--- config.mk ---
export PLATFORM = sky130hd
export DESIGN_NAME = addsub_seq_arbiter
export DESIGN_NICKNAME = d
export VERILOG_FILES = /design/src/rtl/addsub_pkg.sv /design/src/rtl/addsub_slice.sv /design/src/rtl/addsub_seq_arbiter.sv
export SDC_FILE = /design/constraint.sdc
export NUM_CORES = 1
export LEC_CHECK = 0
export BUFFER_PORTS_ARGS = -buffer_cell sky130_fd_sc_hd__clkbuf_2
export CORE_MARGIN = 1
export CORE_UTILIZATION = 50
export CTS_BUF_LIST = sky130_fd_sc_hd__clkbuf_8
export CTS_CLUSTER_SIZE = 12
export DETAILED_ROUTE_END_ITERATION = 16
export GPL_ROUTABILITY_DRIVEN = 0
export HOLD_SLACK_MARGIN = 0.05
export MAX_ROUTING_LAYER = met4
export PLACE_DENSITY = 0.87
export SETUP_SLACK_MARGIN = 0.05
export SLEW_MARGIN = 10
export SYNTH_ARGS = -nofsm -noshare
export SYNTH_HDL_FRONTEND = slang
export SYNTH_SLANG_ARGS = --single-unit
--- constraint.sdc ---
create_clock -name clk -period 4.6 [get_ports clk]
set_input_delay 0.92 -clock clk [delete_from_list [all_inputs] [get_ports clk]]
set_output_delay 0.92 -clock clk [all_outputs]
set_load 0.005 [all_outputs]
--- src/rtl/addsub_pkg.sv ---
// addsub_pkg: shared types and default sizing for the serial add/sub arbiter.
//   state_e   - controller state (IDLE, RUN, DONE)
//   W_DEF     - default operand/result width
//   SLICE_DEF - default bits processed per clock
//   NSLICE    - slices per operation at the default sizing
package addsub_pkg;
  localparam int W_DEF     = 16;
  localparam int SLICE_DEF = 4;
  localparam int NSLICE    = W_DEF / SLICE_DEF;

  typedef enum logic [1:0] {
    IDLE = 2'd0,
    RUN  = 2'd1,
    DONE = 2'd2
  } state_e;
endpackage

--- src/rtl/addsub_slice.sv ---
// addsub_slice: purely combinational SLICE-bit ripple full-adder chain.
//   a, b      - slice operands (b already conditionally inverted for subtract)
//   cin       - carry into bit 0
//   sum       - slice sum
//   cout      - carry out of the top bit
//   c_msb_in  - carry into the top bit, used for signed overflow detection
module addsub_slice #(
  parameter int SLICE = 4
) (
  input  logic [SLICE-1:0] a,
  input  logic [SLICE-1:0] b,
  input  logic             cin,
  output logic [SLICE-1:0] sum,
  output logic             cout,
  output logic             c_msb_in
);
  logic [SLICE:0] c;

  always_comb begin
    c    = '0;
    sum  = '0;
    c[0] = cin;
    for (int i = 0; i < SLICE; i++) begin
      sum[i]  = a[i] ^ b[i] ^ c[i];
      c[i+1]  = (a[i] & b[i]) | (a[i] & c[i]) | (b[i] & c[i]);
    end
  end

  assign cout     = c[SLICE];
  assign c_msb_in = c[SLICE-1];
endmodule

--- src/rtl/addsub_seq_arbiter.sv ---
// addsub_seq_arbiter: two requesters share one SLICE-bit add/sub slice.
// Round-robin grant in IDLE; each accepted W-bit op runs LSB slice first, one
// slice per clock, then the result is held on a valid/ready response channel.
//   clk, rst                 - clock, async active-high reset
//   reqN_valid/ready         - request handshake (ready only in IDLE)
//   reqN_a, reqN_b, reqN_m   - operands, m=1 selects A-B
//   rsp_valid/ready          - response handshake
//   rsp_id, rsp_sum, rsp_cout, rsp_ovf - result owner, sum, carry, signed overflow
//   rsp_zero                 - result is zero (only with ADDSUB_SEQ_ZERO_FLAG_EN)
// Optional build macro: ADDSUB_SEQ_ZERO_FLAG_EN.
module addsub_seq_arbiter
  import addsub_pkg::*;
#(
  parameter int W     = W_DEF,
  parameter int SLICE = SLICE_DEF
) (
  input  logic         clk,
  input  logic         rst,
  input  logic         req0_valid,
  output logic         req0_ready,
  input  logic [W-1:0] req0_a,
  input  logic [W-1:0] req0_b,
  input  logic         req0_m,
  input  logic         req1_valid,
  output logic         req1_ready,
  input  logic [W-1:0] req1_a,
  input  logic [W-1:0] req1_b,
  input  logic         req1_m,
  output logic         rsp_valid,
  input  logic         rsp_ready,
  output logic         rsp_id,
  output logic [W-1:0] rsp_sum,
  output logic         rsp_cout,
  output logic         rsp_ovf
`ifdef ADDSUB_SEQ_ZERO_FLAG_EN
  ,
  output logic         rsp_zero
`endif
);
  localparam int NS = W / SLICE;
  localparam int KW = (NS > 1) ? $clog2(NS) : 1;

  if ((W % SLICE) != 0 || W < SLICE) begin : g_bad_width
    $error("addsub_seq_arbiter: W must be a positive multiple of SLICE");
  end

  state_e          state_q, state_d;
  logic            last_grant_q, last_grant_d;
  logic            id_q, id_d;
  logic [W-1:0]    a_q, a_d;
  logic [W-1:0]    b_q, b_d;
  logic [W-1:0]    sum_q, sum_d;
  logic            carry_q, carry_d;
  logic [KW-1:0]   k_q, k_d;
  logic            cout_q, cout_d;
  logic            ovf_q, ovf_d;
`ifdef ADDSUB_SEQ_ZERO_FLAG_EN
  logic            zero_q, zero_d;
`endif

  logic             grant;
  logic             sel_m;
  logic [SLICE-1:0] s_a, s_b, s_sum;
  logic             s_cout, s_c_msb;

  // Prefer the requester that did not win last time when both are pending.
  always_comb begin
    if (req0_valid && req1_valid) grant = ~last_grant_q;
    else                          grant = req1_valid;
  end

  assign req0_ready = (state_q == IDLE) && req0_valid && !grant;
  assign req1_ready = (state_q == IDLE) && req1_valid &&  grant;
  assign sel_m      = grant ? req1_m : req0_m;

  assign s_a = a_q[k_q*SLICE +: SLICE];
  assign s_b = b_q[k_q*SLICE +: SLICE];

  addsub_slice #(.SLICE(SLICE)) u_slice (
    .a        (s_a),
    .b        (s_b),
    .cin      (carry_q),
    .sum      (s_sum),
    .cout     (s_cout),
    .c_msb_in (s_c_msb)
  );

  always_comb begin
    state_d      = state_q;
    last_grant_d = last_grant_q;
    id_d         = id_q;
    a_d          = a_q;
    b_d          = b_q;
    sum_d        = sum_q;
    carry_d      = carry_q;
    k_d          = k_q;
    cout_d       = cout_q;
    ovf_d        = ovf_q;
`ifdef ADDSUB_SEQ_ZERO_FLAG_EN
    zero_d       = zero_q;
`endif
    case (state_q)
      IDLE: begin
        if (req0_valid || req1_valid) begin
          a_d          = grant ? req1_a : req0_a;
          // Subtract as A + ~B + 1: invert B here, inject the +1 as carry-in.
          b_d          = (grant ? req1_b : req0_b) ^ {W{sel_m}};
          carry_d      = sel_m;
          k_d          = '0;
          id_d         = grant;
          last_grant_d = grant;
`ifdef ADDSUB_SEQ_ZERO_FLAG_EN
          zero_d       = 1'b1;
`endif
          state_d      = RUN;
        end
      end
      RUN: begin
        sum_d[k_q*SLICE +: SLICE] = s_sum;
        carry_d = s_cout;
`ifdef ADDSUB_SEQ_ZERO_FLAG_EN
        zero_d  = zero_q & (s_sum == '0);
`endif
        if (k_q == KW'(NS-1)) begin
          k_d     = '0;
          cout_d  = s_cout;
          ovf_d   = s_c_msb ^ s_cout;
          state_d = DONE;
        end else begin
          k_d = k_q + KW'(1);
        end
      end
      DONE: begin
        if (rsp_ready) state_d = IDLE;
      end
      default: state_d = IDLE;
    endcase
  end

  always_ff @(posedge clk or posedge rst) begin
    if (rst) begin
      state_q      <= IDLE;
      last_grant_q <= 1'b1;
      id_q         <= 1'b0;
      a_q          <= '0;
      b_q          <= '0;
      sum_q        <= '0;
      carry_q      <= 1'b0;
      k_q          <= '0;
      cout_q       <= 1'b0;
      ovf_q        <= 1'b0;
`ifdef ADDSUB_SEQ_ZERO_FLAG_EN
      zero_q       <= 1'b0;
`endif
    end else begin
      state_q      <= state_d;
      last_grant_q <= last_grant_d;
      id_q         <= id_d;
      a_q          <= a_d;
      b_q          <= b_d;
      sum_q        <= sum_d;
      carry_q      <= carry_d;
      k_q          <= k_d;
      cout_q       <= cout_d;
      ovf_q        <= ovf_d;
`ifdef ADDSUB_SEQ_ZERO_FLAG_EN
      zero_q       <= zero_d;
`endif
    end
  end

  assign rsp_valid = (state_q == DONE);
  assign rsp_id    = id_q;
  assign rsp_sum   = sum_q;
  assign rsp_cout  = cout_q;
  assign rsp_ovf   = ovf_q;
`ifdef ADDSUB_SEQ_ZERO_FLAG_EN
  assign rsp_zero  = zero_q;
`endif
endmodule

==> Word-level counts from Yosys, hierarchy flattened <==
Index checks and enable logic that the tools add are counted.
{ "totals": {"register_bits": 57, "input_bits": 71, "output_inout_bits": 22, "wordCells": 80} }
{ "classes": {"add_sub_neg": 2, "eq_ne": 6, "shifts": 4, "muxes": 14, "bitwise_logic": 31, "reduce_logical": 13} }
{ "op_table": {"columns": ["operator", "count"], "rows": [
  ["4-bit negation with 34-bit output", 1],
  ["4-bit by 34-bit variable shift with 16-bit output (first input constant)", 1],
  ["4-bit by 34-bit variable part select with 16-bit output", 1],
  ["16-bit two-way mux", 2],
  ["16-bit by 5-bit variable part select with 4-bit output", 2],
  ["16-bit bitwise mux", 1],
  ["16-bit XOR", 1],
  ["1-bit AND", 12],
  ["2-bit two-way mux", 5],
  ["1-bit XOR", 9],
  ["1-bit bitwise OR", 8],
  ["2-bit one-hot mux with 3 select lines", 1],
  ["2-bit AND reduction", 3],
  ["1-bit logical AND", 5],
  ["2-bit equality test (second input constant)", 2],
  ["2-bit by 1-bit inequality test with 1-bit output (second input constant)", 2],
  ["2-bit one-hot mux with 2 select lines", 1],
  ["1-bit two-way mux", 3],
  ["3-bit AND reduction", 1],
  ["2-bit by 1-bit adder with 2-bit output (second input constant)", 1],
  ["2-bit by 1-bit equality test with 1-bit output (second input constant)", 1],
  ["2-bit logical NOT", 1],
  ["2-bit inequality test (second input constant)", 1],
  ["1-bit one-hot mux with 2 select lines", 1],
  ["4 further kinds", 4]
]} }

==> Depth between registers and ports, before layout <==
Gate-level depths: netlist of the first run.
{ "logic_depth": {"ltp_word": 14, "ltp_mapped": 11} }

==> Cells and area by module <==
Synthesis of the first run repeated with hierarchy kept, for this count alone.
{ "unflattened": {"hier_cells": 267, "hier_area_um2": 3443.3} }
{ "by_module_without_submodules": {"columns": ["module", "instances", "cells_per_inst", "area_per_inst_um2", "seq_area_each_um2"], "rows": [
  ["addsub_seq_arbiter", 1, 253, 3325.7, 1427.6],
  ["addsub_slice", 1, 14, 117.6, 0.0]
]} }

==> Least setup slack after synthesis of the first run <==
No wires, ideal clock.
{ "synth_path": {"path_type": "register to register", "start": "register k_q[0]", "end": "register carry_q", "setup_time_ns": 0.126, "arrival_ns": 2.979, "path_slack_ns": 1.495, "path_stages_with_launch": 12, "synth_period_minus_slack_ns": 3.105, "cell_sequence": "dfrtp_1 -> buf_2 -> buf_2 -> mux4_2 -> fa_1 -> inv_1 -> fa_1 -> fa_1 -> inv_1 -> fa_1 -> and2_1 -> a221o_1"} }
{ "synth_between": {"elab_chain_len": 14} }
{ "synth_lines": {"columns": ["item", "line_no", "text"], "rows": [
  ["from (decl)", "addsub_seq_arbiter.sv:54", "logic [KW-1:0] k_q, k_d;"],
  ["from (signal assigned)", "addsub_seq_arbiter.sv:163", "k_q <= k_d;"],
  ["16-bit by 5-bit variable part select with 4-bit output (on tied branches)", "addsub_seq_arbiter.sv:76, addsub_seq_arbiter.sv:77", null],
  ["1-bit AND", "addsub_slice.sv:25", "c[i+1] = (a[i] & b[i]) | (a[i] & c[i]) | (b[i] & c[i]);"],
  ["1-bit bitwise OR (2 in series)", "addsub_slice.sv:25", null],
  ["1-bit AND", "addsub_slice.sv:25", null],
  ["1-bit bitwise OR (2 in series)", "addsub_slice.sv:25", null],
  ["1-bit AND", "addsub_slice.sv:25", null],
  ["1-bit bitwise OR (2 in series)", "addsub_slice.sv:25", null],
  ["1-bit AND", "addsub_slice.sv:25", null],
  ["1-bit bitwise OR", "addsub_slice.sv:25", null],
  ["1-bit bitwise OR *", "addsub_slice.sv:25", null],
  ["net s_cout", "addsub_seq_arbiter.sv:64", "logic s_cout, s_c_msb;"],
  ["1-bit one-hot mux with 2 select lines *", "addsub_seq_arbiter.sv:102", "case (state_q)"],
  ["to (signal assigned)", "addsub_seq_arbiter.sv:162", "carry_q <= carry_d;"],
  ["to (decl)", "addsub_seq_arbiter.sv:53", "logic carry_q, carry_d;"]
]} }
Mark *: on every way through the listed nets, which the timed path passes. The rest lies on a longest branch.
A chain may end at the register's enable or synchronous reset.

==> Final worst setup path of the first run <==
{ "layout_path": {"start": "register k_q[0]", "end": "register sum_q[15], in the netlist rsp_sum[15]"} }
{ "layout_between": {"elab_chain_len": 13} }
{ "layout_lines": {"columns": ["item", "line_no", "text"], "rows": [
  ["16-bit by 5-bit variable part select with 4-bit output (on tied branches)", "addsub_seq_arbiter.sv:76, addsub_seq_arbiter.sv:77", null],
  ["1-bit AND", "addsub_slice.sv:25", null],
  ["1-bit bitwise OR (2 in series)", "addsub_slice.sv:25", null],
  ["1-bit AND", "addsub_slice.sv:25", null],
  ["1-bit bitwise OR (2 in series)", "addsub_slice.sv:25", null],
  ["1-bit AND", "addsub_slice.sv:25", null],
  ["1-bit bitwise OR (2 in series)", "addsub_slice.sv:25", null],
  ["1-bit XOR", "addsub_slice.sv:24", "sum[i] = a[i] ^ b[i] ^ c[i];"],
  ["4-bit by 34-bit variable part select with 16-bit output", "addsub_seq_arbiter.sv:119", "sum_d[k_q*SLICE +: SLICE] = s_sum;"],
  ["16-bit bitwise mux *", "addsub_seq_arbiter.sv:119", null],
  ["to (signal assigned)", "addsub_seq_arbiter.sv:161", "sum_q <= sum_d;"],
  ["to (decl)", "addsub_seq_arbiter.sv:52", "logic [W-1:0] sum_q, sum_d;"]
]} }
Mark *: on every way between the ends. The rest lies on a longest branch, timed or not.

==> results.json, run 1 <==
{
  "power_leakage_uw": 0.00194,
  "r2r_start": "k_q[0]",
  "port_buffers": 92,
  "yosysTopAreaCell": "dfrtp_1",
  "dpl.cell_count": 420,
  "ios": 93,
  "place_area_sq_mm": 0.00390,
  "cp_max_fo": 18,
  "max-cap-violations": 0,
  "routedWlPerCell_microns": 15.3,
  "dieArea_sq_mm": 0.00727,
  "cp_num_buf_inv": 2,
  "period_minus_slack_ns": 3.35,
  "rows": 29,
  "first_pass_iters": 4,
  "setup_viol": 0,
  "critPathMostFrequentCell": "fa_1",
  "yosysUniqueCellTypes": 38,
  "synth_edf_count": 0,
  "dpl.hpwl_microns": 5010,
  "cts_tree": "built",
  "cts-root-buf": "clkbuf_8",
  "clk_pin_slew_worst_paths_ns": 0.06,
  "ys_seq_area_share_pct": 41.2,
  "vias_per_cell": 5.32,
  "p_per_area_mw_per_mm2": 664,
  "grt_pass1_vias": 2340,
  "syn_to_final_growth_pct": 17.5,
  "clock.fmax_mhz": 298,
  "synthFlopType": "dfrtp_1",
  "dieWidth_microns": 85.3,
  "grt_setup_unrepaired": "no",
  "slew_viol_final": 0,
  "synth_top_area_share_pct": 40.4,
  "ctsLongestPathBuffers": 2,
  "grt_max_degree": 58,
  "worst_pin_slew_ns": 0.939,
  "worstPathArrival_ns": 3.59,
  "grt_use_total_pct": 20.6,
  "final.setup.tns_ns": 0,
  "cpPeakStageDelay_ns": 0.85,
  "fin_skew_ns": 0.00918,
  "cts_buffers": 9,
  "wirelength_microns": 6670,
  "cts.sinks": 57,
  "min_from": "rsp_sum[4]",
  "antenna_found_initial": 0,
  "outcome": "finished, final reports clean",
  "diodes": 0,
  "slew_headroom_pct": 37.3,
  "path_cells": "mux4_2, fa_1, inv_1, fa_1, fa_1, inv_1, fa_1, nand2b_1, o31ai_1",
  "yosysWarnings": 0,
  "start_util_pct": 53.1,
  "detail-route-antenna-nets": 0,
  "cp.required_ns": 4.84,
  "cts_resized": 0,
  "worst-setup-path-type": "reg -> reg",
  "hold_buffers": 0,
  "netlist_top_cells_area": "dfrtp_1 (40%), mux2_4 (10%), mux2_2 (8.4%), xnor2_1 (8.1%), mux4_2 (5.2%)",
  "fin_crit_sh_pct": 72.9,
  "grt_first_pass_wirelength_microns": 11100,
  "worstHoldPathType": "reg -> reg",
  "ys_ff_latch": 57,
  "drc": 0,
  "drive_gt1_share_pct": 47.6,
  "start_kind": "flip-flop",
  "synthesis.area_sq_mm": 0.00347,
  "nets": 435,
  "dr_total_vias": 2321,
  "finalHoldViolCount": 0,
  "ys_async_sr_fraction_pct": 100,
  "syn-num-nets": 348,
  "die_h_microns": 85.3,
  "grt_overflow_total": 0,
  "design_area_sq_mm": 0.00408,
  "clk_latency_ns": 0.34,
  "final_cells": 436,
  "vdd_ir_drop_max_mv": 0.314,
  "cp-startpoint": "k_q[0]",
  "avgSynthCellArea_sq_um": 13.0,
  "cpLargestDelayFamily": "adder cells",
  "fin_util_pct": 62.4,
  "cpMaxStageDelayCell": "dfrtp_1",
  "drt_iter0_markers": 108,
  "syn_inst": 267,
  "core_sq_mm": 0.00653,
  "cts-htree-levels": 3,
  "post-cts-setup-buffer-count": 0,
  "end_kind": "flip-flop"
}
## layout make-up
cell class | instances | area [sq um]
Timing Repair Buffer | 93 | 468
Clock inverter | 5 | 22.5
Multi-Input combinational cell | 183 | 1870
Inverter | 10 | 38.8
Tap cell | 77 | 96.3
Sequential cell | 57 | 1430
Clock buffer | 11 | 151
Fill cell | 535 | 2460
## routing by layer
metal | vias up | global-route usage [%] | part of all wire, %
met5 | - | - | 0
met4 | 0 | 5.30 | 0.69
met3 | 7 | 6.52 | 5.8
met2 | 79 | 33.7 | 50
met1 | 1114 | 25.0 | 43
li1 | 1121 | - | -
## layout by cell type (no fill, tap or decap), types with 2 or more instances in the layout
cell type / n
clkbuf_2: 92
dfrtp_1: 56
xnor2_1: 32
mux2_2: 26
mux2_4: 24
nand2_1: 20
mux2i_1: 16
inv_1: 11
clkbuf_8: 11
o31ai_1: 9
mux4_2: 8
o41ai_1: 6
ha_1: 6
nand2b_1: 4
nand3b_1: 4
clkinv_2: 4
fa_1: 4
nor2_1: 3
a22o_1: 3
o21ai_0: 2
o21ai_1: 2
and2_1: 2
## kinds of logic after synthesis
| kind of cell | count (synthesis) | share of synthesized area (%) |
|---|---|---|
| DFF | 57 | 41.2 |
| muxes | 74 | 28.6 |
| buffers and inverters | 27 | 5.16 |
| AOI/OAI and AO/OA | 28 | 6.17 |
| and+or+nand+nor | 38 | 6.06 |
| xor gates and xnor gates | 33 | 8.33 |
| adders and majority gates | 10 | 4.47 |
## report_power, final
part	total, uW	internal, uW	switching (uW)
clock network	399	218	182
logic	1370	720	646
registers	942	740	202
total	2710	1680	1030
## worst reg2reg max path, stage by stage (launching register included)
cell and delay [ns]:
dfrtp_1 0.85, mux4_2 0.61, fa_1 0.39, inv_1 0.07
fa_1 0.18, fa_1 0.21, inv_1 0.06, fa_1 0.51
nand2b_1 0.10, o31ai_1 0.26
## worst paths after layout
path | endpoint | slack (ns) | cells after the start
setup / recovery | rsp_sum[15] | 1.25 | 9
hold / removal | rsp_sum[4] | 0.47 | 2
setup reg to reg | rsp_sum[15] | 1.25 | 9
min in group asynchronous | rsp_sum[12] | 0.75 | 2
max in group asynchronous | rsp_cout | 3.29 | 2
hold reg to reg | rsp_sum[4] | 0.47 | 2
## sequential cells by signal, summed over array words and instances (netlist names)
register and cells:
last_grant_q 1, rsp_cout 1, state_q 2, rsp_ovf 1, rsp_sum 16, b_q 16
k_q 2, rsp_id 1, a_q 16, carry_q 1
## Yosys cell counts (3+ instances only)
| master | count |
|---|---|
| xnor2_1 | 32 |
| buf_2 | 6 |
| mux2i_1 | 16 |
| mux2_2 | 26 |
| o31ai_1 | 9 |
| o41ai_1 | 6 |
| nor2_1 | 3 |
| nand3b_1 | 4 |
| ha_1 | 6 |
| nand2_1 | 20 |
| a22o_1 | 3 |
| buf_6 | 3 |
| mux4_2 | 8 |
| mux2_4 | 24 |
| nand2b_1 | 4 |
| dfrtp_1 | 56 |
| fa_1 | 4 |
| inv_1 | 10 |
| buf_4 | 4 |
## metrics by stage
stage	setup slack [ns]	hold WS [ns]	power, uW
global route	0.976	0.502	2910
floorplan	1.50	0.467	1980
finish	1.25	0.475	2710
global placement	1.34	0.458	2260
detailed placement	1.24	0.465	2320
CTS	1.21	0.479	2730
(Power assumes the default switching activity.)
==> run 2: changes to the inputs <==
CORE_UTILIZATION = 49   (was 50)
PLACE_DENSITY = 0.89   (was 0.87)
clock period = 3 ns   (was 4.6 ns; I/O delays follow)
==> results.json, run 2 (same netlist as run 1, synthesis figures left out) <==
{
  "first_pass_iters": 4,
  "worstPathArrival_ns": 3.11,
  "worstHoldPathType": "in -> async",
  "dpl.hpwl_microns": 5030,
  "swShare_pct": 37.4,
  "p_per_area_mw_per_mm2": 1050,
  "dpl.cell_count": 443,
  "pwr-share-seq_pct": 31.4,
  "drt_iter0_markers": 99,
  "clk_latency_ns": 0.34,
  "grt_overflow_total": 0,
  "path_cells": "mux4_2, fa_2, inv_2, fa_2, fa_2, inv_2, fa_1, nand2b_1, o31ai_1",
  "cts.sinks": 57,
  "dieWidth_microns": 86.1,
  "rr_endpoint": "rsp_sum[7]",
  "vdd_ir_drop_max_mv": 0.610,
  "vias_per_cell": 5.07,
  "rrSetupSlack_ns": 0.14,
  "wirelength_microns": 6620,
  "fin_crit_sh_pct": 95.3,
  "mostFrequentLayoutCells": "clkbuf_2 (92), dfrtp_1 (55), xnor2_1 (32)",
  "clock.fmax_mhz": 350,
  "fin_skew_ns": 0.00622,
  "finalHoldViolCount": 0,
  "power_frac_comb_pct": 52.6,
  "port_buffers": 92,
  "drive_gt1_share_pct": 50.7,
  "hold_buffers": 0,
  "multi_input_area_sq_mm": 0.00189,
  "final_cells": 459,
  "setup_viol": 0,
  "dieArea_sq_mm": 0.00742,
  "power.total_uw": 4410,
  "r2r.worst_path.cells": 9,
  "cts_tree": "built",
  "ctsLongestPathBuffers": 2,
  "start_kind": "flip-flop",
  "cpPeakStageDelay_ns": 0.54,
  "grt_first_pass_wirelength_microns": 11100,
  "slew_viol_final": 0,
  "start_util_pct": 50.8,
  "timing.final.ws_setup_ns": 0.140,
  "fin_util_pct": 61.3,
  "nets": 440,
  "cp.required_ns": 3.25,
  "grt_pass1_vias": 2339,
  "drc": 0,
  "cpLargestDelayFamily": "adder cells",
  "cpMaxStageDelayCell": "mux4_2",
  "dr_total_vias": 2327,
  "max-cap-violations": 0,
  "p_int_uw": 2760,
  "routedWlPerCell_microns": 14.4,
  "power_switching_uw": 1650,
  "critPathMostFrequentCell": "fa_2",
  "outcome": "finished, final reports clean",
  "r2r_start": "k_q[0]",
  "slew_headroom_pct": 38.8,
  "antenna_found_initial": 0,
  "end_kind": "flip-flop",
  "die_h_microns": 86.1,
  "cts-root-buf": "clkbuf_8",
  "cp_num_buf_inv": 2,
  "rows": 30,
  "layout_commonest_cell": "clkbuf_2",
  "place_area_sq_mm": 0.00397,
  "grt_max_degree": 35,
  "syn_to_final_growth_pct": 20.7,
  "cts-htree-levels": 3,
  "clk_pin_slew_worst_paths_ns": 0.06,
  "cp_max_fo": 4,
  "regArea_sq_mm": 0.00143,
  "worst_pin_slew_ns": 0.918,
  "worst-setup-path-type": "reg -> reg",
  "ios": 93,
  "fillers": 570,
  "power_leakage_uw": 0.00197,
  "detail-route-antenna-nets": 0,
  "period_minus_slack_ns": 2.86,
  "grt_setup_unrepaired": "yes",
  "diodes": 0,
  "dp_slack_ns": 0.106,
  "core_sq_mm": 0.00683,
  "cts_buffers": 9,
  "p_clk_share_pct": 16.0,
  "design_area_sq_mm": 0.00419,
  "grt_use_total_pct": 20.2
}
==> run 2: cell type report <==
| type | count | area share, % |
|---|---|---|
| Clock buffer | 11 | 3.62 |
| Clock inverter | 4 | 1.05 |
| Inverter | 10 | 0.896 |
| Multi-Input combinational cell | 183 | 45.1 |
| Sequential cell | 57 | 34.1 |
| Tap cell | 96 | 2.87 |
| Timing Repair Buffer | 98 | 12.4 |
==> run 2: through the flow <==
stage | hold WS (ns) | TNS [ns]
2_1_floorplan | 0.467 | 0
3_3_place_gp | 0.457 | 0
3_5_place_dp | 0.467 | 0
4_1_cts | 0.362 | 0
5_1_grt | 0.387 | -0.0231
6_report | 0.349 | 0
==> run 2: what timing repair did <==
| item | 4_1_cts | 5_1_grt |
|---|---|---|
| gates resized for setup | 0 | 8 |
| setup buffers | 0 | 1 |
| setup endpoints to repair | 0 | 5 |
==> run 2: worst max-delay path by stage <==
stage,startpoint,to,slack [ns],depth (start not counted)
final,k_q[0],rsp_sum[7],0.14,9
after CTS,k_q[0],rsp_sum[11],0.09,9
after floorplan,k_q[0],carry_q,0.05,11
after global routing,k_q[0],rsp_sum[7],-0.02,9
after global placement,k_q[0],rsp_sum[15],0.21,9
after detailed placement,k_q[0],carry_q,0.11,9
==> run 2: power groups by stage <==
stage	Clock [uW]	Sequential [uW]	Combinational (uW)
2_1_floorplan	0	1300	1750
3_3_place_gp	0	1380	2120
3_5_place_dp	0	1400	2200
4_1_cts	722	1390	2200
5_1_grt	757	1430	2550
6_report	706	1390	2320
==> run 2: routing by layer <==
layer	vias up	GRT usage (%)	routed length, microns
met5	-	-	0
met4	0	4.55	44
met3	6	6.16	301
met2	70	32.8	3220
met1	1123	25.0	3050
li1	1128	-	-
==> run 3: changes to the inputs <==
CORE_ASPECT_RATIO = 0.6   (was not set)
SYNTH_HIERARCHICAL = 1   (was not set)
==> results.json, run 3 <==
{
  "power_leakage_uw": 0.00198,
  "port_buffers": 92,
  "cpPeakStageDelay_ns": 0.50,
  "avgSynthCellArea_sq_um": 12.9,
  "cts-root-buf": "clkbuf_8",
  "synth_common_cells": "dfrtp_1 (56), xnor2_1 (33), mux2_4 (24)",
  "power.total_uw": 4330,
  "die_h_microns": 66.9,
  "yosysUniqueCellTypes": 37,
  "syn-num-nets": 347,
  "ys_async_sr_fraction_pct": 100,
  "wirelength_microns": 6920,
  "max-cap-violations": 0,
  "dieWidth_microns": 110,
  "cts_buffers": 9,
  "drt_iter0_markers": 101,
  "cp_num_buf_inv": 4,
  "p_per_area_mw_per_mm2": 1050,
  "cp_max_fo": 4,
  "mostFrequentLayoutCells": "clkbuf_2 (92), dfrtp_1 (55), xnor2_1 (33)",
  "diodes": 0,
  "worst_pin_slew_ns": 0.934,
  "synthesis.area_sq_mm": 0.00344,
  "core_sq_mm": 0.00673,
  "netlist_top_cells_area": "dfrtp_1 (41%), mux2_4 (10%), xnor2_1 (8.4%), mux2_2 (7.2%), mux4_2 (5.2%)",
  "synthFlopType": "dfrtp_1",
  "fin_crit_sh_pct": 95.3,
  "setup_viol": 0,
  "worstPathArrival_ns": 3.08,
  "grt_max_degree": 35,
  "path_cells": "mux4_2, inv_1, fa_1, inv_1, fa_1, fa_2, inv_1, fa_1, inv_1, and3_1, a221o_1",
  "ys_seq_area_share_pct": 41.5,
  "dr_total_vias": 2324,
  "drc": 0,
  "start_kind": "flip-flop",
  "final.setup.tns_ns": 0,
  "grt_use_total_pct": 21.8,
  "cpLargestDelayFamily": "adder cells",
  "cts-htree-levels": 3,
  "fin_skew_ns": 0.00485,
  "dieArea_sq_mm": 0.00738,
  "fillers": 525,
  "synth.most_common_cell": "dfrtp_1",
  "drive_gt1_share_pct": 48.8,
  "clk_latency_ns": 0.33,
  "nets": 444,
  "ctsLongestPathBuffers": 2,
  "syn_inst": 267,
  "cpMaxStageDelayCell": "mux4_2",
  "grt_overflow_total": 0,
  "slew_viol_final": 0,
  "clock.fmax_mhz": 350,
  "grt_first_pass_wirelength_microns": 11300,
  "rows": 23,
  "period_minus_slack_ns": 2.86,
  "ios": 93,
  "antenna_found_initial": 0,
  "end_kind": "flip-flop",
  "yosysTopAreaCell": "dfrtp_1",
  "synth_top_area_share_pct": 40.7,
  "place_area_sq_mm": 0.00394,
  "syn_to_final_growth_pct": 19.9,
  "synth_edf_count": 0,
  "routedWlPerCell_microns": 15.2,
  "worst-setup-path-type": "reg -> reg",
  "design_area_sq_mm": 0.00413,
  "cp.required_ns": 3.22,
  "vdd_ir_drop_max_mv": 0.619,
  "critPathMostFrequentCell": "inv_1",
  "yosysWarnings": 6,
  "worstHoldPathType": "in -> async",
  "clk_pin_slew_worst_paths_ns": 0.06,
  "layout_commonest_cell": "clkbuf_2",
  "start_util_pct": 51.1,
  "outcome": "finished, final reports clean",
  "grt_setup_unrepaired": "no",
  "dpl.hpwl_microns": 5350,
  "cts_tree": "built",
  "ys_ff_latch": 57,
  "detail-route-antenna-nets": 0,
  "first_pass_iters": 5,
  "cts.sinks": 57,
  "grt_pass1_vias": 2284,
  "vias_per_cell": 5.10,
  "slew_headroom_pct": 37.8,
  "finalHoldViolCount": 0
}
[run 3: cell count changes after synthesis, sizes merged, moves of 2 or more]
cell and change:
o31ai -7, a22o +5, o21ai +7, inv +5
nand2b -3, nor4b +2, o41ai -6
[run 3: worst register-to-register path, cell delays in order (launching register included)]
cell	delay (ns)
dfrtp_2	0.40
mux4_2	0.50
inv_1	0.09
fa_1	0.17
inv_1	0.05
fa_1	0.39
fa_2	0.38
inv_1	0.09
fa_1	0.16
inv_1	0.07
and3_1	0.19
a221o_1	0.26
[run 3: cells by family (layout without fill, tap and decap cells)]
family / after synthesis / after routing / synth area share (%)
xor gates and xnor gates: 33 / 33 / 8.39
AOI/OAI and AO/OA: 29 / 29 / 5.85
DFF: 57 / 57 / 41.5
and+or+nand+nor: 35 / 35 / 5.63
muxes: 74 / 74 / 28.9
buffers and inverters: 30 / 132 / 5.67
adders and majority gates: 9 / 9 / 4.14
[run 3: path summary, 6_finish.rpt]
| kind | startpoint | endpoint | slack (ns) | cells after the start |
|---|---|---|---|---|
| max | k_q[0] | carry_q | 0.14 | 11 |
| min | rst | a_q[5] | 0.31 | 2 |
| max reg2reg | k_q[0] | carry_q | 0.14 | 11 |
| min reg2reg | rsp_id | rsp_id | 0.48 | 1 |
| max in group asynchronous | rst | b_q[11] | 2.04 | 3 |
| min in group clk | rsp_ready | state_q[1] | 0.46 | 2 |
[run 3: layout make-up]
class,instances,area (sq um),area share (%)
Multi-Input combinational cell,180,1830,44.4
Clock inverter,5,22.5,0.546
Inverter,15,56.3,1.36
Tap cell,87,109,2.64
Sequential cell,57,1430,34.6
Clock buffer,11,151,3.67
Timing Repair Buffer,101,528,12.8
[run 3: per-layer routing]
metal / routed length, microns / part of all wire [%] / up-vias / track usage, %
met5: 0 / 0 / - / -
met4: 78 / 1.1 / 0 / 7.89
met3: 439 / 6.3 / 10 / 5.68
met2: 3050 / 44 / 81 / 32.4
met1: 3350 / 48 / 1103 / 29.0
li1: - / - / 1130 / -
[run 3: through the flow]
step                std cells  hold slack [ns]  worst slack [ns]  util, %
CTS                       456            0.324            0.0830     61.3
finish                    456            0.309             0.140     61.3
floorplan                 267            0.453            0.0501        -
global route              456            0.358            0.0625     61.3
global placement          438            0.459            0.0998     58.5
detailed placement        438            0.469            0.0548     58.5
[run 3: where the power goes]
group          switching (uW)  internal (uW)
registers                 255           1150
logic                    1130           1170
clock network             284            334
[run 3: what timing repair did]
action,CTS,global route
resized for setup,0,3
buffers inserted,2,0
pin swaps,0,0
hold buffers,0,0
endpoints found under the setup margin,1,4
